<file path="src/rtl/uart_rx_pkg.sv">
// Shared types and constant helpers for the UART operand receiver.
// Latency: n/a (types and elaboration-time functions only).
// Backpressure: n/a.
//
// Contents:
//   rx_state_e         bit-level receiver state encoding
//   calc_clks_per_bit  clock cycles per serial bit (integer division)
//   calc_num_bytes     bytes needed to carry an operand of a given width
//   calc_cnt_w         counter width able to hold 0..n-1 (minimum 1)
package uart_rx_pkg;

   typedef enum logic [2:0] {
      IDLE      = 3'd0,
      HUNT      = 3'd1,
      START     = 3'd2,
      DATA      = 3'd3,
      STOP      = 3'd4,
      WAIT_IDLE = 3'd5,
      DONE      = 3'd6
   } rx_state_e;

   function automatic int calc_clks_per_bit(input int clk_freq, input int baud);
      return clk_freq / baud;
   endfunction

   function automatic int calc_num_bytes(input int data_w);
      return (data_w + 7) / 8;
   endfunction

   function automatic int calc_cnt_w(input int n);
      return (n <= 2) ? 1 : $clog2(n);
   endfunction

endpackage

</file>
<file path="src/rtl/uart_byte_rx.sv">
// 8N1 byte receiver: synchronizer, baud counter and bit-level FSM.
// Latency: byte_valid pulses the cycle after the stop-bit sample (RxD adds 2 cycles of sync).
// Backpressure: none; byte_valid/stop_err are single-cycle pulses the consumer must take.
//
// Ports:
//   clk, reset     system clock, async active-high reset
//   arm_i          single-cycle pulse: restart hunting for a start bit from any state
//   enable_i       level; low aborts to IDLE unless the capture is already DONE
//   last_byte_i    the byte being received is the final one of the operand
//   rxd_i          raw serial line, idle high, asynchronous to clk
//   byte_valid     pulse: byte_data holds a byte whose stop bit was high
//   byte_data      received byte, LSB first on the line
//   stop_err       pulse: stop bit sampled low, byte discarded
module uart_byte_rx
   import uart_rx_pkg::*;
#(
   parameter int CLKS_PER_BIT = 16
)
(
   input  logic       clk,
   input  logic       reset,
   input  logic       arm_i,
   input  logic       enable_i,
   input  logic       last_byte_i,
   input  logic       rxd_i,
   output logic       byte_valid,
   output logic [7:0] byte_data,
   output logic       stop_err
);

   localparam int               CNT_W   = calc_cnt_w(CLKS_PER_BIT);
   localparam logic [CNT_W-1:0] HALF_M1 = CNT_W'(CLKS_PER_BIT / 2 - 1);
   localparam logic [CNT_W-1:0] FULL_M1 = CNT_W'(CLKS_PER_BIT - 1);

   // sync_q[1] is the only view of the line the FSM ever uses.
   logic [1:0]       sync_q;
   logic             rx_s;
   rx_state_e        state_q;
   logic [CNT_W-1:0] cnt_q;
   logic [2:0]       bit_idx_q;
   logic [7:0]       shift_q;

   assign rx_s = sync_q[1];

   always_ff @(posedge clk or posedge reset) begin
      if (reset) begin
         sync_q     <= 2'b11;
         state_q    <= IDLE;
         cnt_q      <= '0;
         bit_idx_q  <= '0;
         shift_q    <= '0;
         byte_valid <= 1'b0;
         byte_data  <= '0;
         stop_err   <= 1'b0;
      end else begin
         sync_q     <= {sync_q[0], rxd_i};
         byte_valid <= 1'b0;
         stop_err   <= 1'b0;

         if (arm_i) begin
            state_q <= HUNT;
            cnt_q   <= '0;
         end else if (!enable_i && state_q != DONE) begin
            state_q <= IDLE;
            cnt_q   <= '0;
         end else begin
            unique case (state_q)
               IDLE: begin
                  cnt_q <= '0;
               end

               HUNT: begin
                  if (!rx_s) begin
                     state_q <= START;
                     cnt_q   <= '0;
                  end
               end

               // Re-check the line at mid start bit so a short glitch is
               // rejected rather than framed as a byte.
               START: begin
                  if (cnt_q == HALF_M1) begin
                     cnt_q <= '0;
                     if (rx_s) begin
                        state_q <= HUNT;
                     end else begin
                        state_q   <= DATA;
                        bit_idx_q <= '0;
                     end
                  end else begin
                     cnt_q <= cnt_q + 1'b1;
                  end
               end

               // Right shift: after eight samples the first (LSB) bit sits in bit 0.
               DATA: begin
                  if (cnt_q == FULL_M1) begin
                     cnt_q     <= '0;
                     shift_q   <= {rx_s, shift_q[7:1]};
                     bit_idx_q <= bit_idx_q + 3'd1;
                     if (bit_idx_q == 3'd7) begin
                        state_q <= STOP;
                     end
                  end else begin
                     cnt_q <= cnt_q + 1'b1;
                  end
               end

               // The stop sample sits half a bit before the line could drop
               // again, so going straight to HUNT catches back-to-back frames.
               STOP: begin
                  if (cnt_q == FULL_M1) begin
                     cnt_q <= '0;
                     if (rx_s) begin
                        byte_valid <= 1'b1;
                        byte_data  <= shift_q;
                        state_q    <= last_byte_i ? DONE : HUNT;
                     end else begin
                        stop_err <= 1'b1;
                        state_q  <= WAIT_IDLE;
                     end
                  end else begin
                     cnt_q <= cnt_q + 1'b1;
                  end
               end

               WAIT_IDLE: begin
                  if (rx_s) begin
                     state_q <= HUNT;
                  end
               end

               DONE: begin
                  cnt_q <= '0;
               end

               default: begin
                  state_q <= IDLE;
               end
            endcase
         end
      end
   end

endmodule

</file>
<file path="src/rtl/uart_operand_rx.sv">
// Wide-operand UART capture: assembles NUM_BYTES serial bytes into RxData, little-endian.
// Latency: each byte lands in RxData one cycle after its stop-bit sample; done rises with the last.
// Backpressure: none; the serial sender is free-running, a bad stop bit must be resent.
//
// Ports:
//   clk, reset   system clock, async active-high reset
//   enable       rising edge arms a capture; low aborts it unless already done
//   RxD          serial line, 8N1, LSB first, idle high
//   RxData       assembled operand; byte k at [8k+7:8k], top byte truncated to fit
//   done         sticky: all bytes of the current capture committed
//   frame_err    sticky: a stop bit was sampled low during the current capture
module uart_operand_rx
   import uart_rx_pkg::*;
#(
   parameter int CLK_FREQ = 100_000_000,
   parameter int BAUD     = 9600,
   parameter int DATA_W   = 381
)
(
   input  logic              clk,
   input  logic              reset,
   input  logic              enable,
   input  logic              RxD,
   output logic [DATA_W-1:0] RxData,
   output logic              done,
   output logic              frame_err
);

   localparam int CLKS_PER_BIT = calc_clks_per_bit(CLK_FREQ, BAUD);
   localparam int NUM_BYTES    = calc_num_bytes(DATA_W);
   localparam int LAST_W       = DATA_W - 8 * (NUM_BYTES - 1);
   localparam int BCNT_W       = calc_cnt_w(NUM_BYTES);
   localparam logic [BCNT_W-1:0] LAST_IDX = BCNT_W'(NUM_BYTES - 1);

   logic              enable_q;
   logic [BCNT_W-1:0] byte_cnt_q, byte_cnt_d;
   logic              done_q, done_d;
   logic              frame_err_q, frame_err_d;
   logic [DATA_W-1:0] rxdata_q, rxdata_d;

   logic              arm;
   logic              abort;
   logic              last_byte;
   logic              byte_valid;
   logic [7:0]        byte_data;
   logic              stop_err;

   assign arm       = enable & ~enable_q;
   assign last_byte = (byte_cnt_q == LAST_IDX);

   // The byte receiver enters DONE on the final stop sample, one cycle before
   // its byte_valid pulse reaches here. Treat that pulse as already DONE so a
   // concurrent enable drop cannot discard a byte the receiver considers final.
   assign abort = ~enable & ~done_q & ~(byte_valid & last_byte);

   uart_byte_rx #(
      .CLKS_PER_BIT (CLKS_PER_BIT)
   ) u_byte_rx (
      .clk         (clk),
      .reset       (reset),
      .arm_i       (arm),
      .enable_i    (enable),
      .last_byte_i (last_byte),
      .rxd_i       (RxD),
      .byte_valid  (byte_valid),
      .byte_data   (byte_data),
      .stop_err    (stop_err)
   );

   // Arm beats a same-cycle commit: the byte belongs to the old capture.
   always_comb begin
      byte_cnt_d  = byte_cnt_q;
      done_d      = done_q;
      frame_err_d = frame_err_q;
      rxdata_d    = rxdata_q;

      if (arm) begin
         byte_cnt_d  = '0;
         done_d      = 1'b0;
         frame_err_d = 1'b0;
      end else if (abort) begin
         byte_cnt_d = '0;
      end else begin
         if (stop_err) begin
            frame_err_d = 1'b1;
         end
         if (byte_valid && !done_q) begin
            for (int k = 0; k < NUM_BYTES - 1; k++) begin
               if (byte_cnt_q == BCNT_W'(k)) begin
                  rxdata_d[8*k +: 8] = byte_data;
               end
            end
            // Top byte only carries the operand's leftover bits.
            if (last_byte) begin
               rxdata_d[DATA_W-1 -: LAST_W] = byte_data[LAST_W-1:0];
               done_d = 1'b1;
            end else begin
               byte_cnt_d = byte_cnt_q + 1'b1;
            end
         end
      end
   end

   // enable_q resets high so an enable held high across reset release is not
   // mistaken for an arming edge.
   always_ff @(posedge clk or posedge reset) begin
      if (reset) begin
         enable_q    <= 1'b1;
         byte_cnt_q  <= '0;
         done_q      <= 1'b0;
         frame_err_q <= 1'b0;
         rxdata_q    <= '0;
      end else begin
         enable_q    <= enable;
         byte_cnt_q  <= byte_cnt_d;
         done_q      <= done_d;
         frame_err_q <= frame_err_d;
         rxdata_q    <= rxdata_d;
      end
   end

   assign RxData    = rxdata_q;
   assign done      = done_q;
   assign frame_err = frame_err_q;

endmodule

</file>
<file path="config.mk">
export PLATFORM = sky130hd
export DESIGN_NAME = uart_operand_rx
export DESIGN_NICKNAME = d
export VERILOG_FILES = /design/src/rtl/uart_rx_pkg.sv /design/src/rtl/uart_byte_rx.sv /design/src/rtl/uart_operand_rx.sv
export SDC_FILE = /design/constraint.sdc
export NUM_CORES = 1
export LEC_CHECK = 0
export CORE_MARGIN = 4
export CORE_UTILIZATION = 44
export CTS_CLUSTER_SIZE = 20
export DETAILED_ROUTE_END_ITERATION = 8
export HOLD_SLACK_MARGIN = 0.02
export PLACE_DENSITY = 0.72
export SYNTH_ARGS = -nofsm -noshare
export SYNTH_HDL_FRONTEND = slang
export SYNTH_SLANG_ARGS = --single-unit
</file>
<file path="constraint.sdc">
create_clock -name clk -period 17.1 [get_ports clk]
set_input_delay 2.565 -clock clk [delete_from_list [all_inputs] [get_ports clk]]
set_output_delay 2.565 -clock clk [all_outputs]
set_load 0.05 [all_outputs]
</file>
; Word level (Yosys, flattened, before mapping)
; Cells that the tools add are included.
[classes]
n_div = 0
eq_ne = 69
n_addsub = 3
bitwise_logic = 11
n_mul = 0
n_mux = 43
magnitude_cmp = 0
n_shift = 0
reduce_logical = 70
[op_table]
columns = operator, count
row1 = AND reduction 4 bit, 49
row2 = "equality test 6 x 5 -> 1 bit, second input constant", 16
row3 = "equality test 6 bit, second input constant", 16
row4 = 2-to-1 mux 14 bit, 5
row5 = one-hot mux 14 bit (4 select lines), 1
row6 = "equality test 6 x 4 -> 1 bit, second input constant", 8
row7 = 2-to-1 mux 3 bit, 13
row8 = "equality test 6 x 3 -> 1 bit, second input constant", 4
row9 = 2-to-1 mux 6 bit, 4
row10 = "!= test 4 x 2 -> 1 bit, second input constant", 5
row11 = one-hot mux 3 bit (6 select lines), 1
row12 = 2-to-1 mux 1 bit, 17
row13 = "adder 14 x 1 -> 14 bit, second input constant", 1
row14 = "equality test 14 x 13 -> 1 bit, second input constant", 1
row15 = "equality test 14 bit, second input constant", 1
row16 = "equality test 3 bit, second input constant", 4
row17 = "equality test 6 x 2 -> 1 bit, second input constant", 2
row18 = nonzero test 2 bit, 4
row19 = NOT 1 bit, 7
row20 = AND reduction 7 bit, 1
row21 = "adder 6 x 1 -> 6 bit, second input constant", 1
row22 = "equality test 3 x 2 -> 1 bit, second input constant", 2
row23 = "equality test 6 x 1 -> 1 bit, second input constant", 1
row24 = logical NOT 6 bit, 1
row25 = other kinds (20), 31
[totals]
out_inout_bits = 383
regBits = 430
ramBits = 0
n_memories = 0
mem_bits_ro = 0
latch_bits = 0
elab_cells = 256
in_bits = 4

; Depth between registers and ports, before layout
; Gate-level depths: netlist of the first run.
[depth]
depth_word = 7
depth_mapped = 8
mapped_depth_nobuf = 6

; Modules after synthesis
; From an unflattened synthesis of the first run, not the netlist that was laid out.
[unflattened]
hier_cells = 1142
hier_area_um2 = 17179.0
[by_module_without_submodules]
columns = module, area_per_inst_um2, cells_each, seq_area_each_um2, n_inst
row1 = uart_operand_rx, 15103.2, 952, 9760.6, 1
row2 = uart_byte_rx, 2075.7, 190, 1003.5, 1

; Worst setup path after synthesis of the first run
; No wires, ideal clock.
[synth_timing]
kind = input to register
from = input enable
to = register rxdata_q[100], in the netlist RxData[100]
t_arrival_ps = 4387
path_stages = 7
path_slack_ps = 12588
setup_time_ps = 125
path_buffers = 3
t_required_ps = 16975
cell_sequence = buf_2 nand2_1 or4_1 clkbuf_1 clkbuf_1 nor2_1 mux2_2
[synth_between]
elab_chain_len = 5
elab_cells_between_ends = 7
cone_classes = bitwise (6) / reduce/logical (1)
[synth_lines]
columns = element, line_no
row1 = "start, declared", uart_operand_rx.sv:22  ; input logic enable,
row2 = NOT 1 bit, uart_operand_rx.sv:54  ; assign abort = ~enable & ~done_q & ~(byte_valid & last_byte);
row3 = bitwise AND 1 bit (2 in series), uart_operand_rx.sv:54
row4 = NOT 1 bit (no source line), --
row5 = AND reduction 4 bit (no source line) (*), --
row6 = "end signal, assigned", uart_operand_rx.sv:118  ; rxdata_q <= rxdata_d;
row7 = "end, declared", uart_operand_rx.sv:39  ; logic [DATA_W-1:0] rxdata_q, rxdata_d;
; Mark *: on every way between the ends. The rest lies on a longest branch, timed or not.
; A chain may end at the register's enable or synchronous reset.

; Worst setup path in the final report of the first run
[layout_timing]
from = input enable
to = register rxdata_q[309], in the netlist RxData[309]
; The elaborated chain is that of the path after synthesis.

==> impl_metrics.tcl, run 1 <==
set metrics [dict create \
    post-route-drc-count 0 \
    synth_edf_count 0 \
    worstRegToRegCells 6 \
    die_h_um 204 \
    antenna_left 0 \
    hold_depth 0 \
    tightest_slew_ps 1190 \
    cts_root_buffer "clkbuf_16" \
    ys.warnings.count 0 \
    crit_slowest_cell "nor2_1" \
    cp-end-kind "register" \
    crit_required_ps 17520 \
    ys.flop_type "dfrtp_1" \
    min_to "u_byte_rx.sync_q[1]$_DFF_PP1_" \
    ys_seq_area_share_pct 64.0 \
    synth_cell_types 48 \
    core_mm2 0.0377 \
    netlist_area_mm2 0.0168 \
    clkPwrFrac_pct 48.8 \
    wirelength_um 47900 \
    ys_seq_elements 430 \
    irDropWorstVdd_mv 0.0719 \
    synth_nets 1135 \
    multi_input_area_mm2 0.00581 \
    final_nets 1519 \
    timing.rr.start "byte_cnt_q[1]$_DFFE_PP0P_" \
    fmaxAchievable_ghz 0.190 \
    grt_usage_pct 22.8 \
    finClkSkew_ps 16.9 \
    path_clk_slew_ps 60 \
    status "completed" \
    final_hold_viol_count 0 \
    rsz0062_at_grt "no" \
    numPortBuffers 386 \
    clock_path_buffers 3 \
    cts-buffers-inserted 45 \
    syn_inst 1124 \
    place_congestion 0.821 \
    drt-initial-drc-count 398 \
    combPwrFrac_pct 1.4 \
    die_w_um 204 \
    start_util_pct 44.7 \
    power_density_mw_per_mm2 90.3 \
    register_area_mm2 0.0108 \
    final_cell_mix "dfrtp_1 (419), mux2_2 (397), clkdlybuf4s50_1 (386), nor2_1 (52), clkbuf_16 (47)" \
    grt_max_degree 175 \
    grt_pass1_wl_um 72400 \
    arrival_ps 5690 \
    dieArea_mm2 0.0414 \
    path_cells "clkdlybuf4s50_1 > nand2_1 > o21ai_0 > nand3_1 > nor2_1 > mux2_2" \
    sequentialPowerShare_pct 49.8 \
    antenna_found_initial 0 \
    fill_cells 3020 \
    finalSetupTns_ps 0 \
    rows 71 \
    antennaDiodeCount 0 \
    dpl.hpwl_um 31900 \
    grt_pass1_vias 11400 \
    crit_fanout 15 \
    postCtsHoldBufs 0 \
    io_pins 387 \
    via_per_inst 5.28 \
    finalCritPeriodShare_pct 30.8 \
    worstReg2RegEnd "RxData[309]$_DFFE_PP0P_" \
    synth-async-reset-ratio_pct 100 \
    dr.pass1.iters 4 \
    switching_share_pct 20.7 \
    p_int_mw 1.63 \
    p_leak_nw 10.7 \
    tritoncts "done" \
    relSlewSlack_pct 20.3 \
    cts-htree-levels 2 \
    cap_violations 0 \
    route.vias.total 10900 \
    area_growth_pct 35.2 \
    cts_setup_buffers 0 \
    finalSetupViolations 0 \
    critPathMaxStageDelay_ps 930 \
    hold_start "u_byte_rx.sync_q[0]$_DFF_PP1_" \
    layout-drive-gt1-share_pct 32.0 \
    start_kind "primary input" \
    place_ws_ps 11190 \
    avgSynthCellArea_um2 15.0 \
    globalRoute.totalOverflow 0 \
    worst_slack_ps 11830 \
    ctsResizeCount 0 \
    clock_sinks 430 \
    layout_commonest_cell "dfrtp_1" \
    hold_class "register to register" \
    critical_path_class "primary input to register" \
    net-switching-power_mw 0.424 \
    wl_per_cell_um 23.3 \
    slew_viol_final 0 \
    period_needed_ps 5270 \
    reg2reg_setup_slack_ps 13550 \
    insertion_delay_ps 550 \
]
-- flip-flops by register name, indices dropped and copies added (netlist names) --
signal                cells
RxData                  381
u_byte_rx.byte_valid      1
u_byte_rx.shift_q         8
byte_cnt_q                6
frame_err                 1
enable_q                  1
u_byte_rx.sync_q          2
u_byte_rx.bit_idx_q       3
u_byte_rx.state_q         3
u_byte_rx.cnt_q          14
u_byte_rx.byte_data       8
done                      1
u_byte_rx.stop_err        1
-- worst max-delay path, delay by kind of cell --
kind            cells  cell delay, ps
buf+inv             1             720
simple gates        3            1800
compound gates      1             170
mux                 1             420
-- power groups by stage --
stage,clock network [mW],registers [mW],logic [mW]
after floorplan,0,1.04,0.0223
after global placement,0,1.04,0.0298
after detailed placement,0,1.04,0.0304
after CTS,1.02,1.02,0.0304
after global routing,1.07,1.02,0.0341
final,1.00,1.02,0.0290
-- worst max path at each step --
stage,from,endpoint,slack (ps),cells after the start
2_1_floorplan,reset,RxData[0]$_DFFE_PP0P_,2560,1
3_3_place_gp,enable,RxData[353]$_DFFE_PP0P_,11220,6
3_5_place_dp,enable,RxData[353]$_DFFE_PP0P_,11190,6
4_1_cts,enable,RxData[353]$_DFFE_PP0P_,11770,6
5_1_grt,enable,RxData[355]$_DFFE_PP0P_,11550,6
6_report,enable,RxData[309]$_DFFE_PP0P_,11830,6
-- cell type report --
class	count	area share, %
well taps	511	2.81
clock inverters	15	0.814
inverters	7	0.149
multi-input cells	628	25.5
clock buffers	68	5.92
repair buffers	396	17.4
flip-flops and latches	430	47.4
-- stage by stage --
stage | area, um^2 | util, % | hold WS (ps) | std cells | total power, mW
after floorplan | 16800 | - | 345 | 1124 | 1.06
final | 22700 | 60.4 | 356 | 2055 | 2.05
after global routing | 22700 | 60.4 | 361 | 2055 | 2.12
after detailed placement | 21200 | 56.3 | 348 | 1972 | 1.07
after global placement | 21200 | 56.3 | 347 | 1972 | 1.07
after CTS | 22700 | 60.4 | 357 | 2055 | 2.07
-- cell usage after synthesis (2+ instances only) --
master,instances,area [um^2]
a21oi_1,5,25.0
and2_1,3,18.8
and3_1,5,31.3
clkbuf_1,58,218
dfrtp_1,427,10700
dfstp_2,3,78.8
ha_1,7,87.6
inv_1,7,26.3
mux2_2,397,4470
mux2i_1,3,30.0
nand2_1,33,124
nand2b_1,7,43.8
nand3_1,32,160
nand4_1,7,43.8
nand4bb_1,2,22.5
nor2_1,52,195
nor2b_1,7,43.8
nor3_1,5,25.0
nor3b_1,6,45.0
nor4_1,4,25.0
o21ai_0,11,55.1
or3_1,5,31.3
or4_1,3,22.5
or4b_1,2,20.0
xnor2_1,10,87.6
-- routing by layer --
metal | vias up | part of all wire [%] | wire length (um) | track usage [%]
met2 | 329 | 48 | 23100 | 37.3
met5 | - | 0 | 0 | 0
li1 | 4763 | - | - | -
met4 | 0 | 2.6 | 1230 | 6.38
met3 | 72 | 6.6 | 3160 | 5.64
met1 | 5691 | 43 | 20400 | 30.6
-- cells by family after synthesis --
family	after synthesis	synth area share (%)
fa+ha+maj	7	0.521
simple gates	178	5.37
xor+xnor	11	0.573
flops	430	64.0
compound gates	32	1.32
buf+inv	66	1.48
mux	400	26.8
Power figures use the tool's default switching activity.
==> run 2: changes to the inputs <==
--- a/config.mk
+++ b/config.mk
@@ -10,7 +10,7 @@
 export CTS_CLUSTER_SIZE = 20
 export DETAILED_ROUTE_END_ITERATION = 8
 export HOLD_SLACK_MARGIN = 0.02
-export PLACE_DENSITY = 0.72
+export PLACE_DENSITY = 0.74
 export SYNTH_ARGS = -nofsm -noshare
 export SYNTH_HDL_FRONTEND = slang
 export SYNTH_SLANG_ARGS = --single-unit
==> constraint.sdc (replaced) <==
create_clock -name clk -period 4.7 [get_ports clk]
set_input_delay 0.705 -clock clk [delete_from_list [all_inputs] [get_ports clk]]
set_output_delay 0.705 -clock clk [all_outputs]
set_load 0.05 [all_outputs]
==> impl_metrics.tcl, run 2 (synthesis results as in run 1) <==
set metrics [dict create \
    status "completed" \
    sequentialPowerShare_pct 49.4 \
    grt_max_degree 91 \
    tritoncts "done" \
    critical_path_class "register to register" \
    path_clk_slew_ps 60 \
    combPwrFrac_pct 1.5 \
    grt_pass1_wl_um 73000 \
    net-switching-power_mw 1.53 \
    fmaxAchievable_ghz 0.280 \
    via_per_inst 5.28 \
    insertion_delay_ps 550 \
    clock_path_buffers 3 \
    die_w_um 204 \
    grt_usage_pct 23.0 \
    start_util_pct 44.7 \
    ctsResizeCount 0 \
    layout_commonest_cell "dfrtp_1" \
    rsz0062_at_grt "no" \
    irDropWorstVdd_mv 0.301 \
    crit_required_ps 5130 \
    io_pins 387 \
    cts-buffers-inserted 44 \
    p_int_mw 6.00 \
    dr.pass1.iters 4 \
    wirelength_um 48400 \
    dpl.hpwl_um 32400 \
    core_mm2 0.0377 \
    place_congestion 0.851 \
    hold_class "register to register" \
    antennaDiodeCount 0 \
    period_needed_ps 3570 \
    wl_per_cell_um 23.5 \
    globalRoute.totalOverflow 0 \
    cts_setup_buffers 0 \
    clock_sinks 430 \
    clkPwrFrac_pct 49.1 \
    grt_pass1_vias 11600 \
    switching_share_pct 20.3 \
    power_density_mw_per_mm2 329 \
    start_kind "register" \
    final_hold_viol_count 0 \
    slew_viol_final 0 \
    crit_fanout 15 \
    relSlewSlack_pct 21.4 \
    timing.rr.start "byte_cnt_q[1]$_DFFE_PP0P_" \
    dieArea_mm2 0.0414 \
    final_nets 1530 \
    tightest_slew_ps 1180 \
    largest_register_ffs 381 \
    cts_root_buffer "clkbuf_16" \
    postCtsHoldBufs 0 \
    p_leak_nw 10.7 \
    cts-htree-levels 2 \
    layout-drive-gt1-share_pct 32.4 \
    numPortBuffers 386 \
    die_h_um 204 \
    antenna_left 0 \
    rows 71 \
    finalSetupViolations 0 \
    whs_ps 347 \
    drt-initial-drc-count 481 \
    place_ws_ps 662 \
    finClkSkew_ps 17.7 \
    arrival_ps 4000 \
    post-route-drc-count 0 \
    hold_start "u_byte_rx.sync_q[0]$_DFF_PP1_" \
    cap_violations 0 \
    startpoint "byte_cnt_q[1]$_DFFE_PP0P_" \
    route.vias.total 10900 \
    antenna_found_initial 1 \
    worst_slack_ps 1130 \
    finalCritPeriodShare_pct 75.9 \
    final_cell_mix "dfrtp_1 (419), mux2_2 (397), clkdlybuf4s50_1 (386), nor2_1 (52), clkbuf_16 (45)" \
    cp-end-kind "register" \
    area_growth_pct 36.0 \
]
## run 2: layout make-up
class | instances | area [um^2]
clock buffer | 63 | 1270
clock inverter | 14 | 256
fill | 3006 | 14800
inverter | 7 | 30.0
multi-input combinational | 628 | 5810
sequential | 430 | 10800
tap | 511 | 639
timing repair buffer | 408 | 4090
## run 2: worst max-delay path: stages, from the launching register on
cell	delay [ps]
dfrtp_1	420
ha_1	450
nand3_1	250
o21ai_0	290
nand3_1	700
nor2_1	920
mux2_2	420
## run 2: final timing paths
check | to | slack, ps | cells after the start
max in group asynchronous | RxData[16]$_DFFE_PP0P_ | 2980 | 4
min reg2reg | u_byte_rx.sync_q[1]$_DFF_PP1_ | 350 | 0
max | RxData[369]$_DFFE_PP0P_ | 1130 | 6
min | u_byte_rx.sync_q[1]$_DFF_PP1_ | 350 | 0
max reg2reg | RxData[369]$_DFFE_PP0P_ | 1130 | 6
min in group asynchronous | RxData[301]$_DFFE_PP0P_ | 720 | 2
## run 2: stage by stage
stage | total power, mW | std cells | util, % | cell area (um^2) | TNS (ps)
global placement | 3.90 | 1984 | 56.7 | 21300 | 0
global route | 7.79 | 2061 | 60.7 | 22900 | 0
CTS | 7.62 | 2061 | 60.7 | 22900 | 0
detailed placement | 3.91 | 1984 | 56.7 | 21300 | 0
floorplan | 3.87 | 1124 | - | 16800 | -772600
finish | 7.53 | 2061 | 60.7 | 22900 | 0
## run 2: power groups by stage
stage / sequential (mW) / clock, mW / combinational [mW]
4_1_cts: 3.72 / 3.78 / 0.122
5_1_grt: 3.72 / 3.94 / 0.136
3_3_place_gp: 3.79 / 0 / 0.118
2_1_floorplan: 3.78 / 0 / 0.0815
3_5_place_dp: 3.79 / 0 / 0.121
6_report: 3.72 / 3.69 / 0.115
## run 2: metal layers
metal | vias to the layer above | GRT usage [%] | wire [um] | share of wire (%)
met5 | - | 0 | 0 | 0
met4 | 0 | 8.31 | 1560 | 3.2
met3 | 86 | 5.57 | 3000 | 6.2
met2 | 356 | 37.0 | 23000 | 48
met1 | 5643 | 30.8 | 20800 | 43
li1 | 4789 | - | - | -
==> run 3: changes to the inputs <==
--- a/config.mk
+++ b/config.mk
@@ -10,7 +10,7 @@
 export CTS_CLUSTER_SIZE = 20
 export DETAILED_ROUTE_END_ITERATION = 8
 export HOLD_SLACK_MARGIN = 0.02
-export PLACE_DENSITY = 0.74
+export PLACE_DENSITY = 0.72
 export SYNTH_ARGS = -nofsm -noshare
 export SYNTH_HDL_FRONTEND = slang
 export SYNTH_SLANG_ARGS = --single-unit
==> constraint.sdc (replaced) <==
create_clock -name clk -period 3.5 [get_ports clk]
set_input_delay 0.525 -clock clk [delete_from_list [all_inputs] [get_ports clk]]
set_output_delay 0.525 -clock clk [all_outputs]
set_load 0.05 [all_outputs]
==> impl_metrics.tcl, run 3 (synthesis results as in run 1) <==
set metrics [dict create \
    wl_per_cell_um 22.9 \
    status "completed" \
    path_clk_slew_ps 60 \
    grt_pass1_wl_um 73000 \
    antenna_left 0 \
    dpl.hpwl_um 32300 \
    die_h_um 204 \
    relSlewSlack_pct 23.8 \
    post-route-drc-count 0 \
    ctsResizeCount 0 \
    rows 71 \
    critPathMaxStageDelay_ps 580 \
    rsz0062_at_grt "no" \
    numPortBuffers 386 \
    crit_required_ps 3990 \
    final_hold_viol_count 0 \
    globalRoute.totalOverflow 0 \
    start_util_pct 44.7 \
    cts_root_buffer "clkbuf_16" \
    finClkSkew_ps 17.6 \
    dr.pass1.iters 4 \
    finalSetupViolations 0 \
    dp_cells 2003 \
    arrival_ps 3160 \
    grt_pass1_vias 11600 \
    power_density_mw_per_mm2 437 \
    crit_slowest_cell "or4b_1" \
    area_growth_pct 36.7 \
    cp-end-kind "register" \
    antennaDiodeCount 0 \
    layout_commonest_cell "dfrtp_1" \
    final_nets 1550 \
    power_mw 10.0 \
    fmaxAchievable_ghz 0.375 \
    place_congestion 0.793 \
    clock_sinks 430 \
    largest_register_ffs 381 \
    cts-buffers-inserted 45 \
    grt_usage_pct 22.9 \
    die_w_um 204 \
    insertion_delay_ps 560 \
    fin_cells 2085 \
    cts-htree-levels 2 \
    core_mm2 0.0377 \
    irDropWorstVdd_mv 0.339 \
    period_needed_ps 2670 \
    slew_viol_final 0 \
    final_cell_mix "dfrtp_1 (419), mux2_2 (397), clkdlybuf4s50_1 (386), nor2_1 (52), clkbuf_16 (47)" \
    postCtsHoldBufs 0 \
    cap_violations 0 \
    tritoncts "done" \
    crit_fanout 6 \
    route.vias.total 11000 \
    layout-drive-gt1-share_pct 33.5 \
    io_pins 387 \
    finalCritPeriodShare_pct 76.2 \
    p_leak_nw 10.8 \
    drt-initial-drc-count 517 \
    start_kind "register" \
    clock_path_buffers 3 \
    tightest_slew_ps 1140 \
    via_per_inst 5.27 \
    cts_setup_buffers 0 \
    dieArea_mm2 0.0414 \
    grt_max_degree 114 \
    hold_class "register to register" \
    path_cells "or4b_1 > or4_1 > a221o_1 > nor3b_1 > o221a_2" \
    wirelength_um 47800 \
    antenna_found_initial 2 \
    critical_path_class "register to register" \
]
run 3: cell count changes in the layout (fill, tap and decap cells not counted):
cell	before	now
clkbuf_1	10	8
inv_6	3	2
clkinvlp_4	1	2
buf_12	5	3
clkinv_2	4	8
bufinv_16	7	3
buf_4	17	38
clkbuf_8	8	13
clkbuf_16	45	47
run 3: worst max-delay path, delay by kind of cell, from the launching register on:
family	cells	cell delay, ps
AOI/OAI and AO/OA	2	650
DFF	1	440
and+or+nand+nor	3	1520
run 3: stage by stage:
stage          hold slack [ps]  setup WS (ps)  cell area [um^2]  util, %  setup TNS (ps)
6_report                   354            833             23000     61.1               0
5_1_grt                    358            612             23000     61.1               0
4_1_cts                    353            826             23000     61.1               0
3_5_place_dp               347            445             21500     57.0               0
3_3_place_gp               347            488             21500     57.0               0
2_1_floorplan              345          -2830             16800        -        -1211200
run 3: area by class of cell:
cell class              instances  area (um^2)
fillers                      2953        14700
flip-flops and latches        430        10800
multi-input cells             628         5810
repair buffers                427         4210
clock buffers                  68         1390
well taps                     511          639
clock inverters                14          155
inverters                       7         30.0
run 3: final timing paths:
check                                               start                                to  slack (ps)  depth (start not counted)
setup / recovery           u_byte_rx.cnt_q[6]$_DFFE_PP0P_  u_byte_rx.state_q[2]$_DFFE_PP0P_         830                          5
hold / removal              u_byte_rx.sync_q[0]$_DFF_PP1_     u_byte_rx.sync_q[1]$_DFF_PP1_         350                          0
setup reg to reg           u_byte_rx.cnt_q[6]$_DFFE_PP0P_  u_byte_rx.state_q[2]$_DFFE_PP0P_         830                          5
hold reg to reg             u_byte_rx.sync_q[0]$_DFF_PP1_     u_byte_rx.sync_q[1]$_DFF_PP1_         350                          0
max in group asynchronous                           reset           RxData[364]$_DFFE_PP0P_        2100                          3
min in group asynchronous                           reset           RxData[316]$_DFFE_PP0P_         370                          2
run 3: routing by layer:
layer / global-route usage [%] / vias to the layer above / routed length [um]
met5: 0 / - / 0
met4: 7.83 / 0 / 1440
met3: 5.53 / 78 / 2850
met2: 36.7 / 330 / 22700
met1: 31.0 / 5758 / 20800
li1: - / 4822 / -
run 3: power breakdown:
part	internal, mW	switching (mW)	leakage, nW	total (mW)
Clock	2.95	1.94	0.765	4.89
Sequential	4.98	0.0148	5.99	5.00
Combinational	0.0307	0.120	4.08	0.151
